File: config.mk
export PLATFORM = sky130hd
export DESIGN_NAME = mem_access_stage_flat
export DESIGN_NICKNAME = d
export VERILOG_FILES = /design/src/rtl/mem_access_stage_if.sv /design/src/rtl/mem_access_stage.sv /design/src/flat_wrapper.sv
export SDC_FILE = /design/constraint.sdc
export NUM_CORES = 1
export LEC_CHECK = 0
export ABC_AREA = 0
export ABC_CLOCK_PERIOD_IN_PS = 2400
export CAP_MARGIN = 20
export CORE_MARGIN = 2
export CORE_UTILIZATION = 45
export CTS_BUF_LIST = sky130_fd_sc_hd__clkbuf_8
export CTS_CLUSTER_SIZE = 14
export DETAILED_ROUTE_END_ITERATION = 6
export PLACE_DENSITY = 0.86
export SYNTH_ARGS = -nofsm -noshare
export SYNTH_HDL_FRONTEND = slang
export SYNTH_SLANG_ARGS = --single-unit
File: constraint.sdc
create_clock -name clk -period 2.4 [get_ports clk]
set_input_delay 0.6 -clock clk [delete_from_list [all_inputs] [get_ports clk]]
set_output_delay 0.6 -clock clk [all_outputs]
set_load 0.005 [all_outputs]
File: src/rtl/mem_access_stage_if.sv
// Bundles the upstream op, data-memory and writeback handshakes of mem_access_stage.
// The master modport is the stage itself. The slave modport is its surroundings.
interface mem_access_stage_if #(
    parameter int ADDR_W = 16,
    parameter int DATA_W = 8,
    parameter int PREG_W = 5,
    parameter int ROB_W  = 5
);
    logic [ADDR_W-1:0] in_addr;
    logic              in_store;
    logic [DATA_W-1:0] in_data;
    logic [PREG_W-1:0] in_dest_reg;
    logic [7:0]        in_dest_arch_regs;
    logic [ROB_W-1:0]  in_rob_entry;
    logic              in_valid;
    logic              in_ready;

    logic              mem_req_valid;
    logic              mem_req_ready;
    logic [ADDR_W-1:0] mem_req_addr;
    logic              mem_req_we;
    logic [DATA_W-1:0] mem_req_wdata;
    logic              mem_resp_valid;
    logic [DATA_W-1:0] mem_resp_data;

    logic              wb_valid;
    logic              wb_ready;
    logic [DATA_W-1:0] wb_data;
    logic [PREG_W-1:0] wb_dest_reg;
    logic [7:0]        wb_dest_arch_regs;
    logic [ROB_W-1:0]  wb_rob_entry;
    logic              wb_is_store;
    logic              wb_flag_n;
    logic              wb_flag_z;

    modport master (
        input  in_addr, in_store, in_data, in_dest_reg, in_dest_arch_regs, in_rob_entry,
        input  in_valid,
        output in_ready,
        output mem_req_valid, mem_req_addr, mem_req_we, mem_req_wdata,
        input  mem_req_ready,
        input  mem_resp_valid, mem_resp_data,
        output wb_valid, wb_data, wb_dest_reg, wb_dest_arch_regs, wb_rob_entry,
        output wb_is_store, wb_flag_n, wb_flag_z,
        input  wb_ready
    );

    modport slave (
        output in_addr, in_store, in_data, in_dest_reg, in_dest_arch_regs, in_rob_entry,
        output in_valid,
        input  in_ready,
        input  mem_req_valid, mem_req_addr, mem_req_we, mem_req_wdata,
        output mem_req_ready,
        output mem_resp_valid, mem_resp_data,
        input  wb_valid, wb_data, wb_dest_reg, wb_dest_arch_regs, wb_rob_entry,
        input  wb_is_store, wb_flag_n, wb_flag_z,
        output wb_ready
    );
endinterface

File: src/rtl/mem_access_stage.sv
// Memory access stage: issues one resolved load/store to the data memory and
// presents the completed op (load data with N/Z flags) to writeback, one op at a time.
module mem_access_stage #(
    parameter int ADDR_W = 16,
    parameter int DATA_W = 8,
    parameter int PREG_W = 5,
    parameter int ROB_W  = 5
) (
    input  logic                clk,
    input  logic                rst_n,
    mem_access_stage_if.master  bus
);
    localparam logic [1:0] IDLE = 2'd0;
    localparam logic [1:0] REQ  = 2'd1;
    localparam logic [1:0] WAIT = 2'd2;
    localparam logic [1:0] DONE = 2'd3;

    logic [1:0]        state;

    logic [ADDR_W-1:0] addr_p0;
    logic              store_p0;
    logic [DATA_W-1:0] wdata_p0;
    logic [PREG_W-1:0] dest_reg_p0;
    logic [7:0]        arch_p0;
    logic [ROB_W-1:0]  rob_p0;

    logic signed [DATA_W-1:0] data_p1;
    logic              flag_n_p1;
    logic              flag_z_p1;
    logic              is_store_p1;
    logic [PREG_W-1:0] dest_reg_p1;
    logic [7:0]        arch_p1;
    logic [ROB_W-1:0]  rob_p1;

    logic ready;
    logic accept;
    logic req_fire;
    logic resp_fire;

    // {N, Z} of a load result, treating the data as two's complement.
    function automatic logic [1:0] nz_flags(input logic signed [DATA_W-1:0] d);
        return {d < 0, d == '0};
    endfunction

    assign ready     = (state == IDLE) | ((state == DONE) & bus.wb_ready);
    assign accept    = bus.in_valid & ready;
    assign req_fire  = (state == REQ) & bus.mem_req_ready;
    assign resp_fire = (state == WAIT) & bus.mem_resp_valid;

    always_ff @(posedge clk or negedge rst_n) begin
        if (!rst_n) begin
            state <= IDLE;
        end else begin
            case (state)
                IDLE:    if (accept) state <= REQ;
                REQ:     if (bus.mem_req_ready) state <= store_p0 ? DONE : WAIT;
                WAIT:    if (bus.mem_resp_valid) state <= DONE;
                DONE:    if (bus.wb_ready) state <= accept ? REQ : IDLE;
                default: state <= IDLE;
            endcase
        end
    end

    // p0: op fields captured at acceptance, held stable while the request is outstanding
    always_ff @(posedge clk or negedge rst_n) begin
        if (!rst_n) begin
            addr_p0     <= '0;
            store_p0    <= 1'b0;
            wdata_p0    <= '0;
            dest_reg_p0 <= '0;
            arch_p0     <= '0;
            rob_p0      <= '0;
        end else if (accept) begin
            addr_p0     <= bus.in_addr;
            store_p0    <= bus.in_store;
            wdata_p0    <= bus.in_data;
            dest_reg_p0 <= bus.in_dest_reg;
            arch_p0     <= bus.in_dest_arch_regs;
            rob_p0      <= bus.in_rob_entry;
        end
    end

    // p1: completion record, written once per op and held through writeback backpressure
    always_ff @(posedge clk or negedge rst_n) begin
        if (!rst_n) begin
            data_p1     <= '0;
            flag_n_p1   <= 1'b0;
            flag_z_p1   <= 1'b0;
            is_store_p1 <= 1'b0;
            dest_reg_p1 <= '0;
            arch_p1     <= '0;
            rob_p1      <= '0;
        end else if ((req_fire & store_p0) | resp_fire) begin
            dest_reg_p1 <= dest_reg_p0;
            arch_p1     <= arch_p0;
            rob_p1      <= rob_p0;
            is_store_p1 <= store_p0;
            if (store_p0) begin
                data_p1   <= '0;
                flag_n_p1 <= 1'b0;
                flag_z_p1 <= 1'b0;
            end else begin
                data_p1                <= bus.mem_resp_data;
                {flag_n_p1, flag_z_p1} <= nz_flags(bus.mem_resp_data);
            end
        end
    end

    assign bus.in_ready          = ready;
    assign bus.mem_req_valid     = (state == REQ);
    assign bus.mem_req_addr      = addr_p0;
    assign bus.mem_req_we        = store_p0;
    assign bus.mem_req_wdata     = wdata_p0;
    assign bus.wb_valid          = (state == DONE);
    assign bus.wb_data           = data_p1;
    assign bus.wb_dest_reg       = dest_reg_p1;
    assign bus.wb_dest_arch_regs = arch_p1;
    assign bus.wb_rob_entry      = rob_p1;
    assign bus.wb_is_store       = is_store_p1;
    assign bus.wb_flag_n         = flag_n_p1;
    assign bus.wb_flag_z         = flag_z_p1;
endmodule

File: src/flat_wrapper.sv
// flat-port wrapper written by rule: the top's interface ports become plain ports
module mem_access_stage_flat 
#(
    parameter int ADDR_W = 16,
    parameter int DATA_W = 8,
    parameter int PREG_W = 5,
    parameter int ROB_W  = 5
)
  (clk, rst_n, bus_in_addr, bus_in_store, bus_in_data, bus_in_dest_reg, bus_in_dest_arch_regs, bus_in_rob_entry, bus_in_valid, bus_in_ready, bus_mem_req_valid, bus_mem_req_addr, bus_mem_req_we, bus_mem_req_wdata, bus_mem_req_ready, bus_mem_resp_valid, bus_mem_resp_data, bus_wb_valid, bus_wb_data, bus_wb_dest_reg, bus_wb_dest_arch_regs, bus_wb_rob_entry, bus_wb_is_store, bus_wb_flag_n, bus_wb_flag_z, bus_wb_ready);
  mem_access_stage_if #(.ADDR_W(ADDR_W), .DATA_W(DATA_W), .PREG_W(PREG_W), .ROB_W(ROB_W)) bus_i ();
  input  logic clk;
  input  logic rst_n;
  input wire logic [$bits(bus_i.in_addr)-1:0] bus_in_addr;
  input wire logic [$bits(bus_i.in_store)-1:0] bus_in_store;
  input wire logic [$bits(bus_i.in_data)-1:0] bus_in_data;
  input wire logic [$bits(bus_i.in_dest_reg)-1:0] bus_in_dest_reg;
  input wire logic [$bits(bus_i.in_dest_arch_regs)-1:0] bus_in_dest_arch_regs;
  input wire logic [$bits(bus_i.in_rob_entry)-1:0] bus_in_rob_entry;
  input wire logic [$bits(bus_i.in_valid)-1:0] bus_in_valid;
  output wire logic [$bits(bus_i.in_ready)-1:0] bus_in_ready;
  output wire logic [$bits(bus_i.mem_req_valid)-1:0] bus_mem_req_valid;
  output wire logic [$bits(bus_i.mem_req_addr)-1:0] bus_mem_req_addr;
  output wire logic [$bits(bus_i.mem_req_we)-1:0] bus_mem_req_we;
  output wire logic [$bits(bus_i.mem_req_wdata)-1:0] bus_mem_req_wdata;
  input wire logic [$bits(bus_i.mem_req_ready)-1:0] bus_mem_req_ready;
  input wire logic [$bits(bus_i.mem_resp_valid)-1:0] bus_mem_resp_valid;
  input wire logic [$bits(bus_i.mem_resp_data)-1:0] bus_mem_resp_data;
  output wire logic [$bits(bus_i.wb_valid)-1:0] bus_wb_valid;
  output wire logic [$bits(bus_i.wb_data)-1:0] bus_wb_data;
  output wire logic [$bits(bus_i.wb_dest_reg)-1:0] bus_wb_dest_reg;
  output wire logic [$bits(bus_i.wb_dest_arch_regs)-1:0] bus_wb_dest_arch_regs;
  output wire logic [$bits(bus_i.wb_rob_entry)-1:0] bus_wb_rob_entry;
  output wire logic [$bits(bus_i.wb_is_store)-1:0] bus_wb_is_store;
  output wire logic [$bits(bus_i.wb_flag_n)-1:0] bus_wb_flag_n;
  output wire logic [$bits(bus_i.wb_flag_z)-1:0] bus_wb_flag_z;
  input wire logic [$bits(bus_i.wb_ready)-1:0] bus_wb_ready;
  assign bus_i.in_addr = bus_in_addr;
  assign bus_i.in_store = bus_in_store;
  assign bus_i.in_data = bus_in_data;
  assign bus_i.in_dest_reg = bus_in_dest_reg;
  assign bus_i.in_dest_arch_regs = bus_in_dest_arch_regs;
  assign bus_i.in_rob_entry = bus_in_rob_entry;
  assign bus_i.in_valid = bus_in_valid;
  assign bus_in_ready = bus_i.in_ready;
  assign bus_mem_req_valid = bus_i.mem_req_valid;
  assign bus_mem_req_addr = bus_i.mem_req_addr;
  assign bus_mem_req_we = bus_i.mem_req_we;
  assign bus_mem_req_wdata = bus_i.mem_req_wdata;
  assign bus_i.mem_req_ready = bus_mem_req_ready;
  assign bus_i.mem_resp_valid = bus_mem_resp_valid;
  assign bus_i.mem_resp_data = bus_mem_resp_data;
  assign bus_wb_valid = bus_i.wb_valid;
  assign bus_wb_data = bus_i.wb_data;
  assign bus_wb_dest_reg = bus_i.wb_dest_reg;
  assign bus_wb_dest_arch_regs = bus_i.wb_dest_arch_regs;
  assign bus_wb_rob_entry = bus_i.wb_rob_entry;
  assign bus_wb_is_store = bus_i.wb_is_store;
  assign bus_wb_flag_n = bus_i.wb_flag_n;
  assign bus_wb_flag_z = bus_i.wb_flag_z;
  assign bus_i.wb_ready = bus_wb_ready;
  mem_access_stage #(.ADDR_W(ADDR_W), .DATA_W(DATA_W), .PREG_W(PREG_W), .ROB_W(ROB_W)) u_core (.clk(clk), .rst_n(rst_n), .bus(bus_i));
endmodule
==> key figures, run 1 <==
Status
  – Outcome: finished clean

Critical path
  – Startpoint Class: primary input
  – Cells on worst reg2reg path: 7
  – Worst-path maximum fanout: 2
  – Worst R2R Start: u_core.state[0]$_DFFE_PN0P_
  – CP endpoint kind: output port
  – CP Class: in -> out
  – Critical Path RT: 1.80 ns
  – CP Cell Sequence: clkdlybuf4s50_1 > a21o_1 > clkdlybuf4s50_1
  – Reg2reg setup slack: just over 0.6 ns
  – Most frequent CP cell: clkdlybuf4s50_1
  – Data arrival time of the critical path: around 1.7 ns
  – Reg2reg end: u_core.arch_p0[1]$_DFFE_PN0P_
  – Slowest-stage cell, CP: clkdlybuf4s50_1
  – Peak per-stage delay on the critical path: 0.50 ns

Clocking
  – Cts repair resizes: 0
  – CTS tree: done
  – Root buffer cell: clkbuf_8
  – Clock buffer depth: 2
  – Post-CTS setup buffer count: 0
  – Hold_buf cts: 0
  – # H-tree levels: 3
  – Reg clk slew, reported paths: 0.07 ns
  – Num CTS Buffers: 9
  – CTS sink cnt: 73
  – Worst-skew pair later-pin latency: 0.34 ns

Power
  – Maximum vdd ir drop: 0.0008826 V
  – Pleak: a little under 2 nW
  – Pwr dens: 1321 mW/mm²
  – Total power: 5.873 mW

Flow run
  – Max Cap Violations: 0

Floorplanning
  – DIE AREA: 0.007333 mm²
  – CORE AREA: 0.006386 mm²
  – Chip width: 85.64 µm
  – Initial Util: 46.96%
  – Die outline height: 85.64 µm
  – Core Rows: 29
  – I/O pin cnt: between 100 and 150

Route
  – 1st-iter DRT viols: 45
  – DRC viols: 0
  – Via count: 1,955
  – Vias per inst: roughly 5
  – Post-Route WL: 6044 µm
  – ANT nets after route: 0
  – DRT Pass-1 Iters: 2
  – DR WL/cell: 15.34 µm

Placed design
  – Final HPWL DP: 4254 µm
  – Port Buf Inserts: 113
  – GPL Wtd Cong: between 0.8 and 0.9

Global route
  – First-pass GRT wire length: 10,150 µm
  – Initial antenna violation count: 0
  – Number of global-route vias before repair: 2,174
  – Total global-route track usage: 17.89%
  – Largest net degree at the start of global routing: 74
  – Grt ovf: 0

Synth
  – Ys Warns: 0
  – Synth cell types: 25
  – Seq/Total Area, Yosys: 60.91%
  – Synthesized flop and latch total: between 70 and 80
  – Top cell type's share of synthesized area: between 60% and 70%
  – Post-Syn Area: 0.002999 mm²
  – Syn nets: between 200 and 300
  – Synth area leader: dfrtp_1
  – Largest cells by area after synthesis: dfrtp_1, mux2_2, mux2_4
  – Syn Area/Cell: 15.70 µm²
  – Synth Instances: 191

Layout
  – Most frequent cells in the layout: clkdlybuf4s50_1, dfrtp_1, mux2_2
  – # fillers: ~440
  – Storage cell area: roughly 0.0018 mm²
  – Ant. Diodes: 0
  – Layout cell share with drive strength beyond 1: roughly 28%
  – P&R area growth vs syn: 48.23%
  – Multi-input gate area: 0.001084 mm²
  – Nets: 374
  – Most common cell after layout, fill and taps aside: clkdlybuf4s50_1
  – Max reg flops: 16

STA
  – Fin Clk Skew: roughly 0.0067 ns
  – Setup Viol. Count Final: 0
  – Slew Viols, Final: 0
  – Max transition margin: 70.45%
  – Sum Neg Setup Slack: 0 ns
  – Final worst-path cycle share: 96.11%
  – RSZ-0062 raised after global routing: false
  – Min Tclk post-route: 2.307 ns
  – Tightest Pin Transition: 0.4433 ns
  – Peak Freq: 433.5 MHz
  – Fin. Hold Viols: 0

Hold path
  – Worst min-delay path class: in -> async
-- report_power, final --
group          internal [mW]  switching, mW  total [mW]
clock                  0.585          0.455        1.04
sequential              1.87          0.352        2.22
combinational           1.80          0.820        2.62
total                   4.25           1.63        5.87
-- area by class of cell --
| class | instances | share of cell area, % |
|---|---|---|
| clock inverters | 7 | 2.139 |
| inverters | 3 | 0.2533 |
| repair buffers | 119 | 27.19 |
| clock buffers | 9 | 2.786 |
| multi-input cells | 106 | 24.37 |
| well taps | 77 | 2.167 |
| flip-flops and latches | 73 | 41.09 |
-- metrics by stage --
step | worst slack [ns] | instances | area, µm² | hold WS, ns | util (%)
after floorplan | 0.6715 | 191 | 2999 | 0.3044 | -
after global placement | 0.1044 | 378 | 4224 | 0.4621 | 66.14
after detailed placement | 0.09144 | 378 | 4224 | 0.4766 | 66.14
after CTS | 0.02908 | 394 | 4443 | 0.2883 | 69.57
after global routing | 0.05321 | 394 | 4446 | 0.2947 | 69.61
final | 0.09340 | 394 | 4446 | 0.2720 | 69.61
-- worst max-delay path by stage --
stage | startpoint | endpoint
floorplan | u_core.state[1]$_DFFE_PN0P_ | u_core.bus.wb_dest_arch_regs[0]$_DFFE_PN0P_
global placement | bus_wb_ready | bus_in_ready
detailed placement | bus_wb_ready | bus_in_ready
CTS | u_core.state[1]$_DFFE_PN0P_ | bus_mem_req_valid
global route | bus_wb_ready | bus_in_ready
finish | bus_wb_ready | bus_in_ready
-- metal layers --
metal | up-vias | track usage, % | part of all wire [%]
met2 | 70 | 30.04 | 50
met1 | 972 | 21.05 | 41
met3 | 7 | 6.256 | 8.0
met5 | - | 0 | 0
li1 | 906 | - | -
met4 | 0 | 7.215 | 0.91
-- synthesized netlist by cell type, drive strengths merged --
master,instances
mux2,63
or4,1
clkbuf,1
a21o,1
ha,5
a31oi,1
nor2b,3
nor4,1
nor3,1
mux2i,1
buf,8
o21ai,8
nand2,9
a211o,1
dfrtp,73
a2111oi,1
a32oi,1
a22o,1
inv,3
nand2b,8
-- critical path: cells and delay by family --
| family | cells | cell delay, ns |
|---|---|---|
| buf+inv | 2 | 0.98 |
| compound gates | 1 | 0.13 |
-- kinds of logic after synthesis --
kind of cell             after synthesis  synth area share, %
flip-flops                            73                60.91
adder cells (fa/ha/maj)                5                2.086
multiplexers                          64                25.62
AO/OA/AOI/OAI                         14                4.214
buffers and inverters                 12                3.045
AND/OR/NAND/NOR                       23                4.131
Note: power is estimated with default switching activity, not from simulation.
==> run 2, diff against run 1 <==
--- a/config.mk
+++ b/config.mk
@@ -14,6 +14,7 @@
 export CTS_CLUSTER_SIZE = 14
 export DETAILED_ROUTE_END_ITERATION = 6
 export PLACE_DENSITY = 0.86
+export SLEW_MARGIN = 20
 export SYNTH_ARGS = -nofsm -noshare
 export SYNTH_HDL_FRONTEND = slang
 export SYNTH_SLANG_ARGS = --single-unit
==> results of run 2 <==
The final DEF is identical to that of run 1; final timing and power are the same.
==> run 3, diff against run 2 <==
--- a/config.mk
+++ b/config.mk
@@ -13,7 +13,9 @@
 export CTS_BUF_LIST = sky130_fd_sc_hd__clkbuf_8
 export CTS_CLUSTER_SIZE = 14
 export DETAILED_ROUTE_END_ITERATION = 6
+export HOLD_SLACK_MARGIN = 0.12
 export PLACE_DENSITY = 0.86
+export REMOVE_ABC_BUFFERS = 1
 export SLEW_MARGIN = 20
 export SYNTH_ARGS = -nofsm -noshare
 export SYNTH_HDL_FRONTEND = slang
==> key figures, run 3 (synthesis results as in run 1) <==
Status
  – Outcome: finished clean

Power
  – Psw: around 1.6 mW
  – Pwr dens: 1326 mW/mm²
  – Pleak: just under 2 nW
  – P_int: 4.255 mW
  – Clock share of power: 18.3%
  – Flop pwr share: 37.2%
  – Comb pwr share: 44.6%
  – Maximum vdd ir drop: 0.0007534 V
  – Sw Ratio: ~28%

Clocking
  – Num CTS Buffers: 9
  – CTS tree: done
  – Reg clk slew, reported paths: 0.08 ns
  – Post-CTS setup buffer count: 0
  – # H-tree levels: 3
  – Root buffer cell: clkbuf_8
  – CTS sink cnt: 73
  – Worst-skew pair later-pin latency: around 0.34 ns
  – Hold_buf cts: 0
  – Clock buffer depth: 2

Critical path
  – Worst-path maximum fanout: 2
  – Most frequent CP cell: clkdlybuf4s50_1
  – Slowest-stage cell, CP: clkdlybuf4s50_1
  – Critical Path RT: 1.80 ns
  – CP Cell Sequence: clkdlybuf4s50_1 > a21o_1 > clkdlybuf4s50_1
  – Startpoint Class: primary input
  – Buf+Inv Stages, Crit Path: 2
  – CP endpoint kind: output port
  – Peak per-stage delay on the critical path: 0.50 ns
  – Crit path max-delay family: buffers and inverters
  – Data arrival time of the critical path: 1.71 ns
  – CP Class: in -> out

Layout
  – Most common cell after layout, fill and taps aside: clkdlybuf4s50_1
  – Ant. Diodes: 0
  – Most frequent cells in the layout: clkdlybuf4s50_1, dfrtp_1, mux2_2
  – Layout cell share with drive strength beyond 1: 27.85%
  – P&R area growth vs syn: 48.31%
  – Fin util: 69.65%
  – Post-Layout Cell Count: 393
  – Nets: around 370
  – Max reg flops: 16

STA
  – Min Tclk post-route: 2.308 ns
  – Fin. Hold Viols: 0
  – Sum Neg Setup Slack: 0 ns
  – Slew Viols, Final: 0
  – Setup Viol. Count Final: 0
  – Max transition margin: 70.99%
  – Peak Freq: between 400 and 500 MHz
  – Fin Clk Skew: 0.006568 ns
  – Tightest Pin Transition: roughly 0.44 ns
  – Final worst-path cycle share: 96.18%
  – RSZ-0062 raised after global routing: false

Floorplanning
  – CORE AREA: 0.006386 mm²
  – Die outline height: 85.64 µm
  – Core Rows: 29
  – DIE AREA: 0.007333 mm²
  – Chip width: 85.64 µm
  – Initial Util: between 40% and 50%
  – I/O pin cnt: about 110

Global route
  – Largest net degree at the start of global routing: 44
  – Number of global-route vias before repair: 2,190
  – First-pass GRT wire length: 10,170 µm
  – Initial antenna violation count: 0
  – Grt ovf: 0
  – Total global-route track usage: 17.74%

Route
  – DRC viols: 0
  – DRT Pass-1 Iters: 4
  – Post-Route WL: about 6000 µm
  – ANT nets after route: 0
  – Via count: 1,939
  – 1st-iter DRT viols: 50
  – Vias per inst: 4.934
  – DR WL/cell: 15.36 µm

Hold path
  – Worst min-delay path class: in -> async

Placed design
  – Port Buf Inserts: between 100 and 150
  – GPL Wtd Cong: 0.7824
  – Dpl cells: 377
  – Final HPWL DP: 4255 µm

Flow run
  – Max Cap Violations: 0
==> run 3: repair_timing <==
item / 4_1_cts / 5_1_grt
gates resized for setup: 0 / 1
setup endpoints to repair: 0 / 1
endpoints found under the hold margin: 0 / 0
==> run 3: path summary, 6_finish.rpt <==
kind	startpoint	endpoint	cells past startpoint	slack, ns
max	bus_wb_ready	bus_in_ready	3	0.09
min	rst_n	u_core.bus.wb_flag_z$_DFFE_PN0P_	1	0.20
max reg2reg	u_core.state[0]$_DFFE_PN0P_	u_core.bus.mem_req_wdata[7]$_DFFE_PN0P_	7	0.58
min reg2reg	u_core.bus.wb_data[3]$_DFFE_PN0P_	u_core.bus.wb_data[3]$_DFFE_PN0P_	2	0.49
max in group asynchronous	rst_n	u_core.arch_p0[5]$_DFFE_PN0P_	2	1.64
min in group clk	u_core.bus.wb_data[3]$_DFFE_PN0P_	u_core.bus.wb_data[3]$_DFFE_PN0P_	2	0.49
==> run 3: area by class of cell <==
type	count	area (µm²)
sequential	73	1827
timing repair buffer	118	1204
inverter	3	11.26
clock inverter	7	102.6
fill	449	1938
tap	77	96.34
multi-input combinational	106	1084
clock buffer	9	123.9
==> run 3: worst register-to-register path, delay by kind of cell (launching register included) <==
kind / cells / cell delay (ns)
compound gates: 1 / 0.17
flops: 1 / 0.39
mux: 1 / 0.39
fa+ha+maj: 1 / 0.22
simple gates: 1 / 0.08
buf+inv: 3 / 0.47
==> run 3: power groups by stage <==
stage,Combinational (mW),Clock [mW],Sequential [mW]
global placement,2.59,0,2.17
global route,2.85,1.16,2.27
finish,2.63,1.08,2.19
CTS,2.68,1.11,2.20
floorplan,1.22,0,2.22
detailed placement,2.67,0,2.22
==> run 3: layer usage <==
metal	up-vias	track usage, %	wire length (µm)
li1	906	-	-
met1	951	21.14	2460
met2	76	29.26	2956
met3	6	6.641	570
met4	0	6.926	50
met5	-	0	0
==> run 3: stage by stage <==
step	hold slack [ns]	area (µm²)	setup slack (ns)	total power [mW]
finish	0.2022	4448	0.09170	5.898
global route	0.2169	4448	0.03187	6.288
CTS	0.2007	4446	0.02928	5.987
detailed placement	0.4843	4219	0.08079	4.888
global placement	0.4621	4219	0.1074	4.764
floorplan	0.3044	2919	0.2804	3.437
